### config.mk
export PLATFORM = sky130hd
export DESIGN_NAME = keshe_mode_ctrl
export DESIGN_NICKNAME = d
export VERILOG_FILES = /design/src/rtl/keshe_pkg.sv /design/src/rtl/keshe_bcd_field.sv /design/src/rtl/keshe_mode_ctrl.sv
export SDC_FILE = /design/constraint.sdc
export NUM_CORES = 1
export LEC_CHECK = 0
export ABC_AREA = 1
export BUFFER_PORTS_ARGS = -buffer_cell sky130_fd_sc_hd__buf_2
export CORE_UTILIZATION = 41
export CTS_CLUSTER_SIZE = 10
export DETAILED_ROUTE_END_ITERATION = 12
export PLACE_DENSITY = 0.65
export SLEW_MARGIN = 20
export SYNTH_ARGS = -nofsm -noshare
export SYNTH_HDL_FRONTEND = slang
export SYNTH_SLANG_ARGS = --single-unit
### constraint.sdc
create_clock -name CLK10K -period 3.3 [get_ports CLK10K]
set_input_delay 0.165 -clock CLK10K [delete_from_list [all_inputs] [get_ports CLK10K]]
set_output_delay 0.165 -clock CLK10K [all_outputs]
set_load 0.05 [all_outputs]
### src/rtl/keshe_pkg.sv
// rtl/keshe_pkg.sv - shared mode/state/display encodings and BCD limits for keshe_mode_ctrl
package keshe_pkg;

    localparam logic [1:0] MODE_RUN  = 2'b00;
    localparam logic [1:0] MODE_TSET = 2'b01;
    localparam logic [1:0] MODE_ASET = 2'b10;
    localparam logic [1:0] MODE_CDN  = 2'b11;

    typedef enum logic [1:0] {
        ST_RUN    = 2'd0,
        ST_EDIT   = 2'd1,
        ST_COMMIT = 2'd2,
        ST_FETCH  = 2'd3
    } state_e;

    localparam logic [7:0] HR_MAX = 8'h23;
    localparam logic [7:0] MS_MAX = 8'h59;

    localparam logic [1:0] DSEL_CLK = 2'b00;
    localparam logic [1:0] DSEL_SET = 2'b01;
    localparam logic [1:0] DSEL_ALM = 2'b10;
    localparam logic [1:0] DSEL_CDN = 2'b11;

endpackage

### src/rtl/keshe_bcd_field.sv
// rtl/keshe_bcd_field.sv - one 8-bit BCD up/down counter wrapping between 00 and MAX, with parallel load
module keshe_bcd_field #(
    parameter logic [7:0] MAX = 8'h59
) (
    input  logic       clk,
    input  logic       rst,
    input  logic       en,
    input  logic       up,
    input  logic       dn,
    input  logic       load,
    input  logic [7:0] din,
    output logic [7:0] q
);

    logic [7:0] q_q;
    logic [7:0] q_d;

    // Up and down together cancel, so the field holds.
    always_comb begin
        q_d = q_q;
        if (load) begin
            q_d = din;
        end else if (en && up && !dn) begin
            if (q_q == MAX)              q_d = 8'h00;
            else if (q_q[3:0] == 4'd9)   q_d = {q_q[7:4] + 4'd1, 4'd0};
            else                         q_d = {q_q[7:4], q_q[3:0] + 4'd1};
        end else if (en && dn && !up) begin
            if (q_q == 8'h00)            q_d = MAX;
            else if (q_q[3:0] == 4'd0)   q_d = {q_q[7:4] - 4'd1, 4'd9};
            else                         q_d = {q_q[7:4], q_q[3:0] - 4'd1};
        end
    end

    always_ff @(posedge clk) begin
        if (rst) q_q <= 8'h00;
        else     q_q <= q_d;
    end

    assign q = q_q;

endmodule

### src/rtl/keshe_mode_ctrl.sv
// rtl/keshe_mode_ctrl.sv - panel mode sequencer owning the shared BCD setting register
// Optional edit inactivity timeout is built when KESHE_EDIT_TIMEOUT_EN is defined.
module keshe_mode_ctrl
    import keshe_pkg::*;
#(
    parameter int unsigned TIMEOUT_S = 30
) (
    input  logic       CLK10K,
    input  logic       CR,
    input  logic [1:0] S,
    input  logic       LEAD,
    input  logic       EXPORT,
    input  logic       HU,
    input  logic       HD,
    input  logic       MU,
    input  logic       MD,
    input  logic       SU,
    input  logic       SD,
    input  logic       ADJ_EN,
    input  logic       SEC_EN,
    input  logic [7:0] CLK_H,
    input  logic [7:0] CLK_M,
    input  logic [7:0] CLK_S,
    input  logic [7:0] ALM_H,
    input  logic [7:0] ALM_M,
    input  logic [7:0] ALM_S,
    output logic [7:0] SET_H,
    output logic [7:0] SET_M,
    output logic [7:0] SET_S,
    output logic       LD_CLK,
    output logic       LD_ALM,
    output logic       CD_START,
    output logic       CD_PAUSE,
    output logic [1:0] DSEL,
    output logic       EDIT_ACTIVE
);

    state_e     state_q, state_d;
    logic       lead_q, exp_q;
    logic       ld_clk_q, ld_clk_d;
    logic       ld_alm_q, ld_alm_d;
    logic       cd_start_q, cd_start_d;
    logic       cd_pause_q, cd_pause_d;
    logic       cd_armed_q, cd_armed_d;
    logic [1:0] dsel_q, dsel_d;
    logic       edit_active_q, edit_active_d;

    logic       lead_rise, exp_rise, is_edit, is_cdn, in_strobe;
    logic       adj, fetch_clk, fetch_alm, load;
    logic       timed_out;
    logic [7:0] din_h, din_m, din_s;

    assign lead_rise = LEAD & ~lead_q;
    assign exp_rise  = EXPORT & ~exp_q;
    assign is_edit   = (S == MODE_TSET) || (S == MODE_ASET);
    assign is_cdn    = (S == MODE_CDN);
    assign in_strobe = (state_q == ST_COMMIT) || (state_q == ST_FETCH);

    assign adj       = ADJ_EN && (S != MODE_RUN) && !in_strobe;
    assign fetch_clk = (state_q == ST_FETCH) && (S == MODE_TSET);
    assign fetch_alm = (state_q == ST_FETCH) && (S == MODE_ASET);
    assign load      = fetch_clk || fetch_alm;
    assign din_h     = fetch_clk ? CLK_H : ALM_H;
    assign din_m     = fetch_clk ? CLK_M : ALM_M;
    assign din_s     = fetch_clk ? CLK_S : ALM_S;

`ifdef KESHE_EDIT_TIMEOUT_EN
    localparam int unsigned IW = $clog2(TIMEOUT_S + 1);
    logic [IW-1:0] idle_q, idle_d;
    logic [1:0]    s_q;
    logic          activity;

    assign activity = HU | HD | MU | MD | SU | SD | lead_rise | exp_rise | (S != s_q);

    // Saturates at the limit so a long idle stays timed out until the next activity.
    always_comb begin
        idle_d = idle_q;
        if (!is_edit || activity)
            idle_d = '0;
        else if (SEC_EN && (idle_q < IW'(TIMEOUT_S)))
            idle_d = idle_q + 1'b1;
    end

    assign timed_out = (idle_d >= IW'(TIMEOUT_S));
`else
    logic unused_timeout;
    assign unused_timeout = SEC_EN ^ TIMEOUT_S[0];
    assign timed_out      = 1'b0;
`endif

    always_comb begin
        state_d    = ST_RUN;
        ld_clk_d   = 1'b0;
        ld_alm_d   = 1'b0;
        case (state_q)
            ST_RUN, ST_EDIT: begin
                if (is_edit) begin
                    if (lead_rise) begin
                        state_d  = ST_COMMIT;
                        ld_clk_d = (S == MODE_TSET);
                        ld_alm_d = (S == MODE_ASET);
                    end else if (exp_rise) begin
                        state_d = ST_FETCH;
                    end else begin
                        state_d = ST_EDIT;
                    end
                end
            end
            default: state_d = is_edit ? ST_EDIT : ST_RUN;
        endcase

        cd_start_d    = is_cdn && lead_rise;
        cd_armed_d    = is_cdn && (cd_armed_q || cd_start_d);
        cd_pause_d    = cd_armed_d && EXPORT;
        edit_active_d = is_edit ? !timed_out : is_cdn;
        if (is_edit)
            dsel_d = edit_active_d ? DSEL_SET : DSEL_CLK;
        else
            dsel_d = cd_armed_d ? DSEL_CDN : DSEL_CLK;
    end

    always_ff @(posedge CLK10K) begin
        if (CR) begin
            state_q       <= ST_RUN;
            lead_q        <= 1'b0;
            exp_q         <= 1'b0;
            ld_clk_q      <= 1'b0;
            ld_alm_q      <= 1'b0;
            cd_start_q    <= 1'b0;
            cd_pause_q    <= 1'b0;
            cd_armed_q    <= 1'b0;
            dsel_q        <= DSEL_CLK;
            edit_active_q <= 1'b0;
`ifdef KESHE_EDIT_TIMEOUT_EN
            idle_q        <= '0;
            s_q           <= MODE_RUN;
`endif
        end else begin
            state_q       <= state_d;
            lead_q        <= LEAD;
            exp_q         <= EXPORT;
            ld_clk_q      <= ld_clk_d;
            ld_alm_q      <= ld_alm_d;
            cd_start_q    <= cd_start_d;
            cd_pause_q    <= cd_pause_d;
            cd_armed_q    <= cd_armed_d;
            dsel_q        <= dsel_d;
            edit_active_q <= edit_active_d;
`ifdef KESHE_EDIT_TIMEOUT_EN
            idle_q        <= idle_d;
            s_q           <= S;
`endif
        end
    end

    keshe_bcd_field #(.MAX(HR_MAX)) u_hour (
        .clk(CLK10K), .rst(CR), .en(adj), .up(HU), .dn(HD),
        .load(load), .din(din_h), .q(SET_H)
    );

    keshe_bcd_field #(.MAX(MS_MAX)) u_min (
        .clk(CLK10K), .rst(CR), .en(adj), .up(MU), .dn(MD),
        .load(load), .din(din_m), .q(SET_M)
    );

    keshe_bcd_field #(.MAX(MS_MAX)) u_sec (
        .clk(CLK10K), .rst(CR), .en(adj), .up(SU), .dn(SD),
        .load(load), .din(din_s), .q(SET_S)
    );

    assign LD_CLK      = ld_clk_q;
    assign LD_ALM      = ld_alm_q;
    assign CD_START    = cd_start_q;
    assign CD_PAUSE    = cd_pause_q;
    assign DSEL        = dsel_q;
    assign EDIT_ACTIVE = edit_active_q;

endmodule

==> results of run 1 <==
-- metrics by stage --
stage          setup slack, ns  hold slack [ns]  cells   util
3_3_place_gp              1.10            0.382    671  0.488
6_report                  1.19           0.0768    679  0.503
4_1_cts                   1.20           0.0706    679  0.503
3_5_place_dp              1.02            0.390    671  0.488
2_1_floorplan             1.46            0.290    490      -
5_1_grt                  0.965           0.0878    679  0.503
-- registers in the layout (all words and copies together) (netlist names) --
register / cells
u_hour.q: 8
u_min.q: 8
u_sec.q: 8
DSEL: 2
state_q: 2
CD_PAUSE: 1
CD_START: 1
EDIT_ACTIVE: 1
LD_ALM: 1
LD_CLK: 1
cd_armed_q: 1
exp_q: 1
lead_q: 1
-- logic make-up after synthesis --
family	after synthesis	share of synthesized area
and+or+nand+nor	245	0.377
AOI/OAI and AO/OA	94	0.166
buffers and inverters	73	0.0924
DFF	36	0.223
adders and majority gates	24	0.0928
xor gates and xnor gates	18	0.0487
-- tightest hold or removal path: stages --
cell and delay [ns]:
buf_2 0.07, inv_1 0.04, nor2_1 0.07
-- cell usage in the layout, fill, tap and decap left out, types with 7 or more instances in the layout --
cell type,synthesis,layout
nand4_1,7,7
a21oi_1,30,30
nor2_1,71,71
nand2_4,7,7
o21ai_0,27,27
nand3_1,45,45
dfxtp_1,36,36
xor2_1,13,13
buf_2,7,91
inv_2,7,7
o21ai_1,19,19
ha_1,24,24
nand2_1,88,88
inv_1,53,53
-- layer usage --
layer  track usage  wire length, um
met1         0.285             4200
met2         0.364             3970
met3        0.0438              423
met4        0.0529              114
met5             0                0
-- power by group --
group	internal, mW	switching [mW]
clock network	0.228	0.195
logic	0.182	0.350
registers	0.464	0.0419
-- area by class of cell --
cell class                 instances  area, um^2  area share
multi-input combinational        381        2220       0.573
timing repair buffer              92         463       0.120
sequential                        36         721       0.186
tap                              102         128      0.0330
clock buffer                       5        68.8      0.0178
clock inverter                     3        46.3      0.0120
inverter                          60         225      0.0582
-- worst min path at each step --
| stage | startpoint | to | slack (ns) | cells after the start |
|---|---|---|---|---|
| floorplan | LEAD | lead_q | 0.29 | 2 |
| global placement | LEAD | lead_q | 0.38 | 3 |
| detailed placement | LEAD | lead_q | 0.39 | 3 |
| CTS | LEAD | lead_q | 0.07 | 3 |
| global route | LEAD | lead_q | 0.09 | 3 |
| finish | LEAD | lead_q | 0.08 | 3 |
==> impl_metrics.ini, run 1 <==
[floorplan]
start_util = 0.421
coreArea_um2 = 7690
num_io_pins = 93
die-area_um2 = 8250
die_w_um = 90.8
die_height_um = 90.8
num_rows = 32

[worst_setup_path]
crit_path_max_fanout = 24
required_ns = 3.54
rrSetupSlack_ns = 1.19
slowest_stage = inv_2
cpMostUsedCell = nand2_1
path_depth = 8
crit_chain = nand3_2 > inv_2 > nand2_1 > nand2_1 > a21oi_1 > nor2_1 > nand2_1 > a21oi_2
worst_r2r_endpoint = u_min.q[7]
crit_buf_inv = 1
cpLargestDelayFamily = simple AND/OR/NAND/NOR gates
rr_worst_depth = 8
end_kind = register
cp-start-kind = register
crit_path_max_incr_delay_ns = 0.56
critPathLaunch = state_q[1]
r2r_start = state_q[1]
worst-setup-path-type = register to register
cp-endpoint = u_min.q[7]
cp.arrival_ns = 2.36

[run]
maxCapViolCount = 0

[drt]
drt-pass1-iter-count = 4
ant_nets = 0
wl_per_cell_um = 12.8
num_vias = 3382
wl_mm = 8.71
vias_per_cell = 4.98
drt-initial-drc-count = 159
drc = 0

[clocking]
htreeDepth = 2
clock_path_buffers = 2
worstSkewPairLatency_ns = 0.30
post_cts_resized = 0
cts_made_buffers = 5
cts_hold_buf = 0
cts.sinks = 36
clkTransAtPathRegs_ns = 0.09
cts_root_buffer = clkbuf_8
cts_tree = built
postCtsSetupRepairBufs = 0

[placed_design]
hpwlAfterDp_mm = 6.48
placed_area_um2 = 3750
io_buffers = 91
gp_congestion = 0.858

[global_routing]
grt_usage = 0.217
grt_max_degree = 25
grt-ovfl-total = 0
antenna_found_initial = 0
first_global_vias = 3171
grt_pass1_wl_mm = 14.8

[yosys]
postSynth.asyncResetShare = 0
netlist_instances = 490
ys_warn_count = 0
yosysSeqAreaShare = 0.223
ys.flop_type = dfxtp_1
synth_edf_count = 0
synth.avg_cell_area_um2 = 6.60
synth.net_count = 576
yosysTopAreaCellShare = 0.223
ys_types = 40
yosys.cell_count.top_type = nand2_1
ys_top_cells_by_count = 88 x nand2_1, 71 x nor2_1, 53 x inv_1
synth.area.top_cells = dfxtp_1 22%, nand2_1 10%, ha_1 9.3%
synth_area_um2 = 3240
ys_seq_elements = 36
yosysTopAreaCell = dfxtp_1

[timing]
fmax_ghz = 0.473
finalSetupViolations = 0
slew_headroom = 0.556
rsz0062_at_grt = false
skew_ns = 0.00922
finalCritPeriodShare = 0.641
maxSlewViolCount = 0
min_period_ns = 2.11
worstMarginPinSlew_ns = 0.664
fin_setup_tns_ns = 0
hold_violations = 0

[cells_and_area]
stdcell_area_um2 = 3870
nets = 662
n_fill_cell = 811
syn_to_final_growth_pct = 19.5
drive_gt1_frac = 0.251
num_antenna_cells = 0

[power]
power_mw = 1.46
power-per-cell-area_nw_per_um2 = 378
p_leak_nw = 2.04
vdd_drop_max_uv = 169

[min_path]
holdCritPathClass = primary input to register

[status]
outcome = finished clean
(Power assumes the default switching activity.)
==> inputs of run 2 (changes only) <==
Clock period 3.3 ns to 2.2 ns, I/O delays scaled along.
==> run 2 against run 1 <==
Compared with the run above: final area increased by 0.91%; sequential share of layout area is 0.17 points lower; largest power group unchanged; maximum frequency rose by 22%; sequential power grew 50%; count of clock-buffer cells in the layout unchanged; largest cell class unchanged.
==> impl_metrics.ini, run 2 (synthesis gave the netlist of run 1 again) <==
[timing]
rsz0062_at_grt = false
fin_setup_tns_ns = 0
finalCritPeriodShare = 0.785
fin_hold_ws_ns = 0.0315
slew_headroom = 0.656
hold_violations = 0
min_period_ns = 1.73
worstMarginPinSlew_ns = 0.515
maxSlewViolCount = 0
skew_ns = 0.00558
fmax_ghz = 0.579
finalSetupViolations = 0

[clocking]
worstSkewPairLatency_ns = 0.30
post_cts_resized = 0
cts.sinks = 36
cts_tree = built
clkTransAtPathRegs_ns = 0.09
cts_made_buffers = 5
postCtsSetupRepairBufs = 0
htreeDepth = 2
cts_root_buffer = clkbuf_8
clock_path_buffers = 2
cts_hold_buf = 0

[worst_setup_path]
worst_r2r_endpoint = u_sec.q[4]
cpLargestDelayFamily = simple AND/OR/NAND/NOR gates
cpMostUsedCell = inv_1
crit_path_max_fanout = 6
rrSetupSlack_ns = 0.47
crit_buf_inv = 2
required_ns = 2.40
rr_worst_depth = 9
crit_path_max_incr_delay_ns = 0.35
cp.arrival_ns = 1.93
crit_chain = inv_1 > ha_1 > inv_1 > nor3_2 > nand2_4 > nand3_4 > nand2_2 > nor2_1 > a21oi_2
worst-setup-path-type = register to register
end_kind = register
slowest_stage = dfxtp_1
r2r_start = u_sec.q[1]
cp-start-kind = register

[global_routing]
grt_pass1_wl_mm = 14.5
first_global_vias = 3157
grt-ovfl-total = 0
grt_usage = 0.212
grt_max_degree = 36
antenna_found_initial = 0

[floorplan]
die_height_um = 90.8
num_rows = 32
num_io_pins = 93
start_util = 0.421
die-area_um2 = 8250
die_w_um = 90.8
coreArea_um2 = 7690

[power]
vdd_drop_max_uv = 303
p_leak_nw = 2.06
power-per-cell-area_nw_per_um2 = 558

[cells_and_area]
num_antenna_cells = 0
post-route-util = 0.508
final_cells = 682
final_cell_mix = 91 x buf_2, 88 x nand2_1, 71 x nor2_1, 53 x inv_1, 45 x nand3_1
final_common_cell = buf_2
syn_to_final_growth_pct = 20.6
drive_gt1_frac = 0.255
nets = 665
stdcell_area_um2 = 3900

[min_path]
min_to = lead_q
min-delay-start = LEAD
hold_depth = 3
holdCritPathClass = primary input to register

[drt]
ant_nets = 0
drc = 0
drt-pass1-iter-count = 4
vias_per_cell = 4.92
wl_mm = 8.50
wl_per_cell_um = 12.5
num_vias = 3355
drt-initial-drc-count = 126

[run]
maxCapViolCount = 0

[placed_design]
io_buffers = 91
placed_area_um2 = 3790
dp.cells = 674
gp_congestion = 0.853
hpwlAfterDp_mm = 6.49

[status]
outcome = finished clean
run 2: area by class of cell:
cell class	count	area, um^2
fill	831	3780
multi-input combinational	381	2220
sequential	36	721
timing repair buffer	95	498
inverter	60	225
tap	102	128
clock buffer	5	68.8
clock inverter	3	46.3
run 2: how the worst max path moves through the flow:
stage | slack (ns) | from | cells past startpoint | endpoint
floorplan | 0.36 | u_sec.q[0] | 8 | u_sec.q[4]
global placement | 0.46 | S[1] | 11 | u_min.q[7]
detailed placement | 0.42 | S[1] | 11 | u_min.q[7]
CTS | 0.49 | u_sec.q[1] | 9 | u_sec.q[4]
global route | 0.24 | state_q[1] | 6 | u_hour.q[3]
finish | 0.47 | u_sec.q[1] | 9 | u_sec.q[4]
run 2: report_power, final:
group	switching [mW]	leakage (nW)	internal [mW]
registers	0.0625	0.294	0.695
logic	0.525	1.71	0.276
clock network	0.277	0.0548	0.342
total	0.864	2.06	1.31
run 2: stage by stage:
step,setup WS [ns],total power [mW]
CTS,0.485,2.19
global placement,0.460,1.55
global route,0.237,2.33
finish,0.473,2.18
floorplan,0.358,1.37
detailed placement,0.422,1.57
run 2: worst min-delay path: cells and delay by family:
kind / cells / cell delay [ns]
simple gates: 1 / 0.07
buf+inv: 2 / 0.12
run 2: per-layer routing:
layer  track usage  wire, um  part of all wire
met1         0.284      4110              0.48
met5             0         0                 0
met4        0.0437        71            0.0083
met2         0.357      3890              0.46
met3        0.0337       435             0.051
